==> src/rtl/bus_slave_responder.sv <==
// Slave-side handshake responder with a small register-file memory.
// Answers controller strobes with ready/response/split after WAIT_CYC wait states.
module bus_slave_responder #(
    parameter int ADDR_W   = 4,
    parameter int DATA_W   = 8,
    parameter int DEPTH    = 12,
    parameter int WAIT_CYC = 2,
    parameter int DATA_TMO = 8
) (
    input  logic              clk,
    input  logic              rst,
    input  logic              sel,
    input  logic              aout,
    input  logic              dout,
    input  logic              read_write,
    input  logic [ADDR_W-1:0] addr_in,
    input  logic [DATA_W-1:0] wdata,
    output logic [DATA_W-1:0] rdata,
    output logic              ready,
    output logic [1:0]        response,
    output logic              split
);

    typedef enum logic [1:0] {IDLE, WAIT, DONE, ERR} state_t;

    localparam logic [1:0] RESP_OKAY = 2'b00;
    localparam logic [1:0] RESP_ERR  = 2'b01;
    localparam logic [1:0] RESP_WAIT = 2'b10;

    state_t            state, state_nxt;
    logic [ADDR_W-1:0] addr_q;
    logic              rw_q;
    logic [3:0]        wcnt;
    logic [3:0]        tcnt;
    logic [DATA_W-1:0] mem [DEPTH];

    logic addr_ok;
    logic accept;
    logic mem_wr;
    logic mem_rd;
    logic tdec;

    assign addr_ok = (int'(addr_in) < DEPTH);

    always_ff @(posedge clk or negedge rst) begin
        if (!rst) begin
            state <= IDLE;
        end else begin
            state <= state_nxt;
        end
    end

    // Abort on deselect outranks completion, so a dropped sel never writes memory.
    always_comb begin
        state_nxt = state;
        accept    = 1'b0;
        mem_wr    = 1'b0;
        mem_rd    = 1'b0;
        tdec      = 1'b0;
        ready     = 1'b1;
        response  = RESP_OKAY;
        split     = 1'b1;
        case (state)
            IDLE: begin
                split = 1'b0;
                if (sel && aout) begin
                    accept    = 1'b1;
                    state_nxt = addr_ok ? WAIT : ERR;
                end
            end
            WAIT: begin
                ready    = 1'b0;
                response = RESP_WAIT;
                if (!sel) begin
                    state_nxt = IDLE;
                end else if (wcnt == 4'd0) begin
                    if (!rw_q) begin
                        mem_rd    = 1'b1;
                        state_nxt = DONE;
                    end else if (dout) begin
                        mem_wr    = 1'b1;
                        state_nxt = DONE;
                    end else if (tcnt == 4'd0) begin
                        state_nxt = ERR;
                    end else begin
                        tdec = 1'b1;
                    end
                end
            end
            DONE: begin
                state_nxt = IDLE;
            end
            ERR: begin
                response  = RESP_ERR;
                state_nxt = IDLE;
            end
            default: begin
                state_nxt = IDLE;
            end
        endcase
    end

    always_ff @(posedge clk or negedge rst) begin
        if (!rst) begin
            addr_q <= '0;
            rw_q   <= 1'b0;
            wcnt   <= 4'd0;
            tcnt   <= 4'd0;
            rdata  <= '0;
        end else begin
            if (accept) begin
                addr_q <= addr_in;
                rw_q   <= read_write;
                if (addr_ok) begin
                    wcnt <= 4'(WAIT_CYC);
                    tcnt <= 4'(DATA_TMO);
                end
            end else if (state == WAIT && wcnt != 4'd0) begin
                wcnt <= wcnt - 4'd1;
            end
            if (tdec) begin
                tcnt <= tcnt - 4'd1;
            end
            if (mem_rd) begin
                rdata <= mem[addr_q];
            end
        end
    end

    always_ff @(posedge clk or negedge rst) begin
        if (!rst) begin
            for (int i = 0; i < DEPTH; i++) begin
                mem[i] <= '0;
            end
        end else if (mem_wr) begin
            mem[addr_q] <= wdata;
        end
    end

endmodule

==> config.mk <==
export PLATFORM = sky130hd
export DESIGN_NAME = bus_slave_responder
export DESIGN_NICKNAME = d
export VERILOG_FILES = /design/src/rtl/bus_slave_responder.sv
export SDC_FILE = /design/constraint.sdc
export NUM_CORES = 1
export LEC_CHECK = 0
export BUFFER_PORTS_ARGS = -buffer_cell sky130_fd_sc_hd__buf_2
export CORE_MARGIN = 3
export CORE_UTILIZATION = 50
export DETAILED_ROUTE_END_ITERATION = 8
export GPL_TIMING_DRIVEN = 0
export PLACE_DENSITY = 0.68
export SLEW_MARGIN = 30
export SYNTH_ARGS = -nofsm -noshare
export SYNTH_HDL_FRONTEND = slang
export SYNTH_SLANG_ARGS = --single-unit
export TNS_END_PERCENT = 1
==> constraint.sdc <==
create_clock -name clk -period 2.8 [get_ports clk]
set_input_delay 0.28 -clock clk [delete_from_list [all_inputs] [get_ports clk]]
set_output_delay 0.28 -clock clk [all_outputs]
set_load 0.05 [all_outputs]
; ---- After elaboration in Yosys (flattened, before gate mapping)
; Cells that the tools add are included.
[word_totals]
regBits = 119
inputBits = 18
output_inout_bits = 12
elab_cells = 85
[classes]
addsub = 2
n_lt_le_gt_ge = 3
eq_ne = 7
muxes = 40
bitwise = 1
reduce_logical = 14
[ops]
columns = cell, n
row1 = bitwise mux 96 bit, 1
row2 = binary-select mux 8 bit (select 4 bit), 1
row3 = demux 8 bit (select 4 bit), 1
row4 = two-way mux 4 bit, 6
row5 = two-way mux 8 bit, 3
row6 = two-way mux 1 bit, 19
row7 = two-way mux 2 bit, 7
row8 = zero test 4 bit, 2
row9 = "subtractor 4 x 1 -> 4 bit, second input constant", 2
row10 = one-hot mux 2 bit (3 select lines), 1
row11 = nonzero test 2 bit, 3
row12 = ">= comparator 5 bit, second input constant", 1
row13 = "< comparator 5 x 1 -> 1 bit, second input constant", 1
row14 = "!= test 5 bit, second input constant", 1
row15 = inverter 4 -> 5 bit, 1
row16 = "== test 2 bit, second input constant", 2
row17 = "< comparator 4 bit, second input constant", 1
row18 = "!= test 2 bit, second input constant", 2
row19 = one-hot mux 2 bit (2 select lines), 1
row20 = AND reduction 2 bit, 2
row21 = nonzero test 4 bit, 1
row22 = logical AND 1 bit, 3
row23 = "!= test 3 bit, second input constant", 1
row24 = AND reduction 3 bit, 1
row25 = other kinds (3), 3

; ---- Depth between registers and ports, before layout
[depth]
depth_word = 9
depth_mapped = 7
depth_no_buf = 6

; ---- Least setup slack after synthesis
; OpenSTA, ideal clock, no wires.
[synth_timing]
path_kind = reg2reg
from = reg wcnt[0]
to = reg mem[16] in the netlist's numbering
setup_time_ns = 0.125
arrival_time_ns = 2.099
required_ns = 2.675
path_slack_ns = 0.576
stages_incl_launch_ff = 8
n_path_buf = 1
synth_period_minus_slack_ns = 2.224
path_cell_list = dfrtp_1 > inv_1 > ha_1 > nand3b_1 > or4b_1 > buf_2 > nor4_4 > mux2_2
[synth_between]
elab_chain_cells = 4
[synth_lines]
columns = element, line
row1 = "start, declared", 33  ; logic [3:0] wcnt;
row2 = "start signal, assigned", 115  ; wcnt <= 4'(WAIT_CYC);
row3 = "start signal, assigned", 119  ; wcnt <= wcnt - 4'd1;
row4 = zero test 4 bit, 76  ; end else if (wcnt == 4'd0) begin
row5 = two-way mux 1 bit, 76
row6 = two-way mux 1 bit, 74  ; if (!sel) begin
row7 = two-way mux 1 bit, 63  ; case (state)
row8 = "end signal, assigned by index", 136  ; mem[addr_q] <= wdata;
row9 = "end, declared", 35  ; logic [DATA_W-1:0] mem [DEPTH];
; Every way passes these cells.
; A chain may end at the register's enable or synchronous reset.

; ---- Worst setup path in the final report
[layout_timing]
from = reg wcnt[0]
to = reg mem[23] in the netlist's numbering
; Same word-level chain as after synthesis.

==> flow_summary_export.csv <==
group,metric,value,unit
hold_path,hold_path_depth,2,
detailed_routing,wl_per_cell,19.1,um
detailed_routing,drc,0,
yosys,ys_seq_elements,119,
sta,fin_tns_setup,0,ns
run,cap_viol_max_count,0,
run_status,status,"finished, final reports clean",
detailed_routing,routed_wl,11000,um
detailed_routing,via_per_inst,5.75,
sta,finalCritPeriodShare,93.6,%
finish,drive_gt1_share,46.6,%
floorplan,num_rows,37,
yosys,syn_nets,397,
clock_network,cts.sinks,119,
critical_path,endpoint_kind,"register",
finish,synthToLayoutAreaGrowth,17.6,%
critical_path,start_kind,"register",
clock_network,cts_tree,"built",
critical_path,r2r-start,"wcnt[0]",
finish,n_fill_cell,784,
sta,maxClockFrequency,382,MHz
finish,fin_nets,450,
sta,final_max_slew_viol_count,0,
yosys,syn-cell-area,5480,um2
global_routing,top_usage_layer,"met2",
global_routing,met2_usage,30.9,%
floorplan,die_width,111,um
yosys,avgSynthCellArea,14.6,um2
yosys,ys_seq_area_share,54.4,%
clock_network,root_buffer,"clkbuf_8",
yosys,synth-edff-count,0,
placed_design,dp_hpwl,7390,um
floorplan,ioPinCount,30,
sta,hold_viol_final,0,
yosys,ys_types,35,
hold_path,min_path_type,"in2reg",
sta,rsz0062_at_grt,"no",
clock_network,clkTransAtPathRegs,0.06,ns
floorplan,die_area,12200,um2
placed_design,io_buffer_count,29,
critical_path,worst-setup-path-type,"reg2reg",
power_and_ir_drop,fin_total_pwr,4870,uW
hold_path,min_to,"addr_q[0]",
critical_path,r2r.worst_path.cells,7,
global_routing,grt_pass1_vias,3426,
floorplan,initial_core_util,52.1,%
finish,diodes,0,
sta,finalClockSkew,0.00642,ns
sta,slew-limit-headroom,49.6,%
sta,finalSetupViolCount,0,
sta,setup_ws,0.180,ns
critical_path,r2r_end,"mem[23]",
global_routing,met1_usage,25.1,%
power_and_ir_drop,p_leak,0.00314,uW
global_routing,met3_usage,4.75,%
power_and_ir_drop,ir_drop,0.428,mV
clock_network,cts_resized,0,
global_routing,grt_pass1_wl,18000,um
detailed_routing,ant_nets,0,
critical_path,cp-startpoint,"wcnt[0]",
clock_network,cts_buffer_depth,2,
critical_path,required,3.18,ns
yosys,async_reset_ff_share,100,%
yosys,synthFlopType,"dfrtp_1",
detailed_routing,vias,3311,
critical_path,cp_max_fo,8,
clock_network,insertion_delay,0.50,ns
critical_path,cp.arrival,3.00,ns
placed_design,gp_congestion,0.785,
finish,final_area,6440,um2
global_routing,grt-ovfl-total,0,
sta,hold_slack,0.0203,ns
critical_path,rrSetupSlack,0.18,ns
hold_path,min-delay-start,"addr_in[0]",
clock_network,htree_levels,4,
detailed_routing,dr.first_iter.drc_count,143,
floorplan,core_area,10500,um2
floorplan,die_h,111,um
yosys,syn_inst,376,
global_routing,grt_max_degree,82,
clock_network,cts_made_buffers,17,
global_routing,antenna_found_initial,0,
placed_design,place_ws,0.184,ns
detailed_routing,drt-pass1-iter-count,4,
sta,worst_slew_pin_slew,0.751,ns
sta,finalCriticalPeriod,2.62,ns
yosys,yosys_warnings,0,
power_and_ir_drop,cellPowerDensity,756,nW/um2
placed_design,placed_area,5830,um2
global_routing,track_usage,18.9,%
==> power by group <==
part | total (uW) | internal, uW | switching, uW
Combinational | 806 | 342 | 464
Clock | 2110 | 1380 | 726
Sequential | 1960 | 1860 | 102
==> kinds of logic (layout without fill, tap and decap cells) <==
kind of cell	count (synthesis)	in the layout	synth area share (%)
AO/OA/AOI/OAI	21	21	2.12
XOR/XNOR	1	1	0.160
adder cells (fa/ha/maj)	3	3	0.685
buffers and inverters	28	92	2.06
flip-flops	119	119	54.4
multiplexers	139	139	33.3
AND/OR/NAND/NOR	65	65	7.29
==> layout make-up <==
cell class / instances / area, um2 / area share [%]
plain buffers: 21 / 87.6 / 1.36
clock buffers: 20 / 445 / 6.91
clock inverters: 10 / 129 / 2.00
inverters: 7 / 26.3 / 0.408
multi-input cells: 229 / 2390 / 37.0
flip-flops and latches: 119 / 2980 / 46.2
well taps: 136 / 170 / 2.64
repair buffers: 34 / 220 / 3.42
==> registers in the layout, summed over array words and instances (netlist names) <==
name	count
mem	96
rdata	8
addr_q	4
tcnt	4
wcnt	4
state	2
rw_q	1
==> critical path: stages (launching register included) <==
cell and delay, ns:
dfrtp_1 0.40, inv_1 0.07, ha_1 0.17, nand3b_1 0.14, or4b_1 0.47, buf_2 0.18, nor4_4 0.65, mux2_2 0.41
==> synth_stat cells (2+ instances only) <==
cell        n  area [um2]
nor3b_1     5        37.5
mux2i_1     8        80.1
nand4_1     3        18.8
buf_1       2        7.51
nand2_1    15        56.3
o21ai_0    16        80.1
or3b_2      4        35.0
clkbuf_1   15        56.3
mux4_2     24         541
and2_1      2        12.5
ha_1        3        37.5
nor2b_1     3        18.8
dfrtp_1   119        2980
inv_1       7        26.3
nor3_1      5        25.0
nor2_1      4        15.0
buf_2       2        10.0
nor4bb_1    2        20.0
nand3_1    14        70.1
mux2_2    107        1200
nor4_4      2        42.5
==> layout by cell type (no fill, tap or decap), types with 4 or more instances in the layout <==
master,count
dfrtp_1,119
o21ai_0,16
mux4_2,24
or3b_2,4
clkbuf_16,16
buf_2,30
nand2_1,15
nor2_1,4
nor3_1,5
inv_1,7
clkbuf_1,15
mux2_2,107
nand3_1,14
nor3b_1,5
clkinv_2,6
mux2i_1,8
==> metrics by stage <==
stage	utilization, %	std cells
6_report	61.3	576
5_1_grt	61.3	576
4_1_cts	61.2	575
3_5_place_dp	55.5	542
3_3_place_gp	55.1	541
2_1_floorplan	-	376
==> worst max path at each step <==
stage                    to  slack [ns]  cells past startpoint
floorplan           mem[16]        0.58                      7
global placement    mem[52]       0.002                      1
detailed placement  mem[20]        0.18                      7
CTS                 mem[23]        0.16                      7
global route         mem[0]        0.03                      7
finish              mem[23]        0.18                      7
==> metal layers <==
metal,share of wire (%),vias to the layer above
met1,45,1737
met2,51,54
met4,1.2,0
li1,-,1508
met5,0,-
met3,3.3,12
==> repair_timing <==
item | CTS | global route
endpoints found under the setup margin | 0 | 8
hold buffers | 3 | 0
setup buffers | 0 | 1
hold endpoints to repair | 40 | 0
Note: power is estimated with default switching activity, not from simulation.
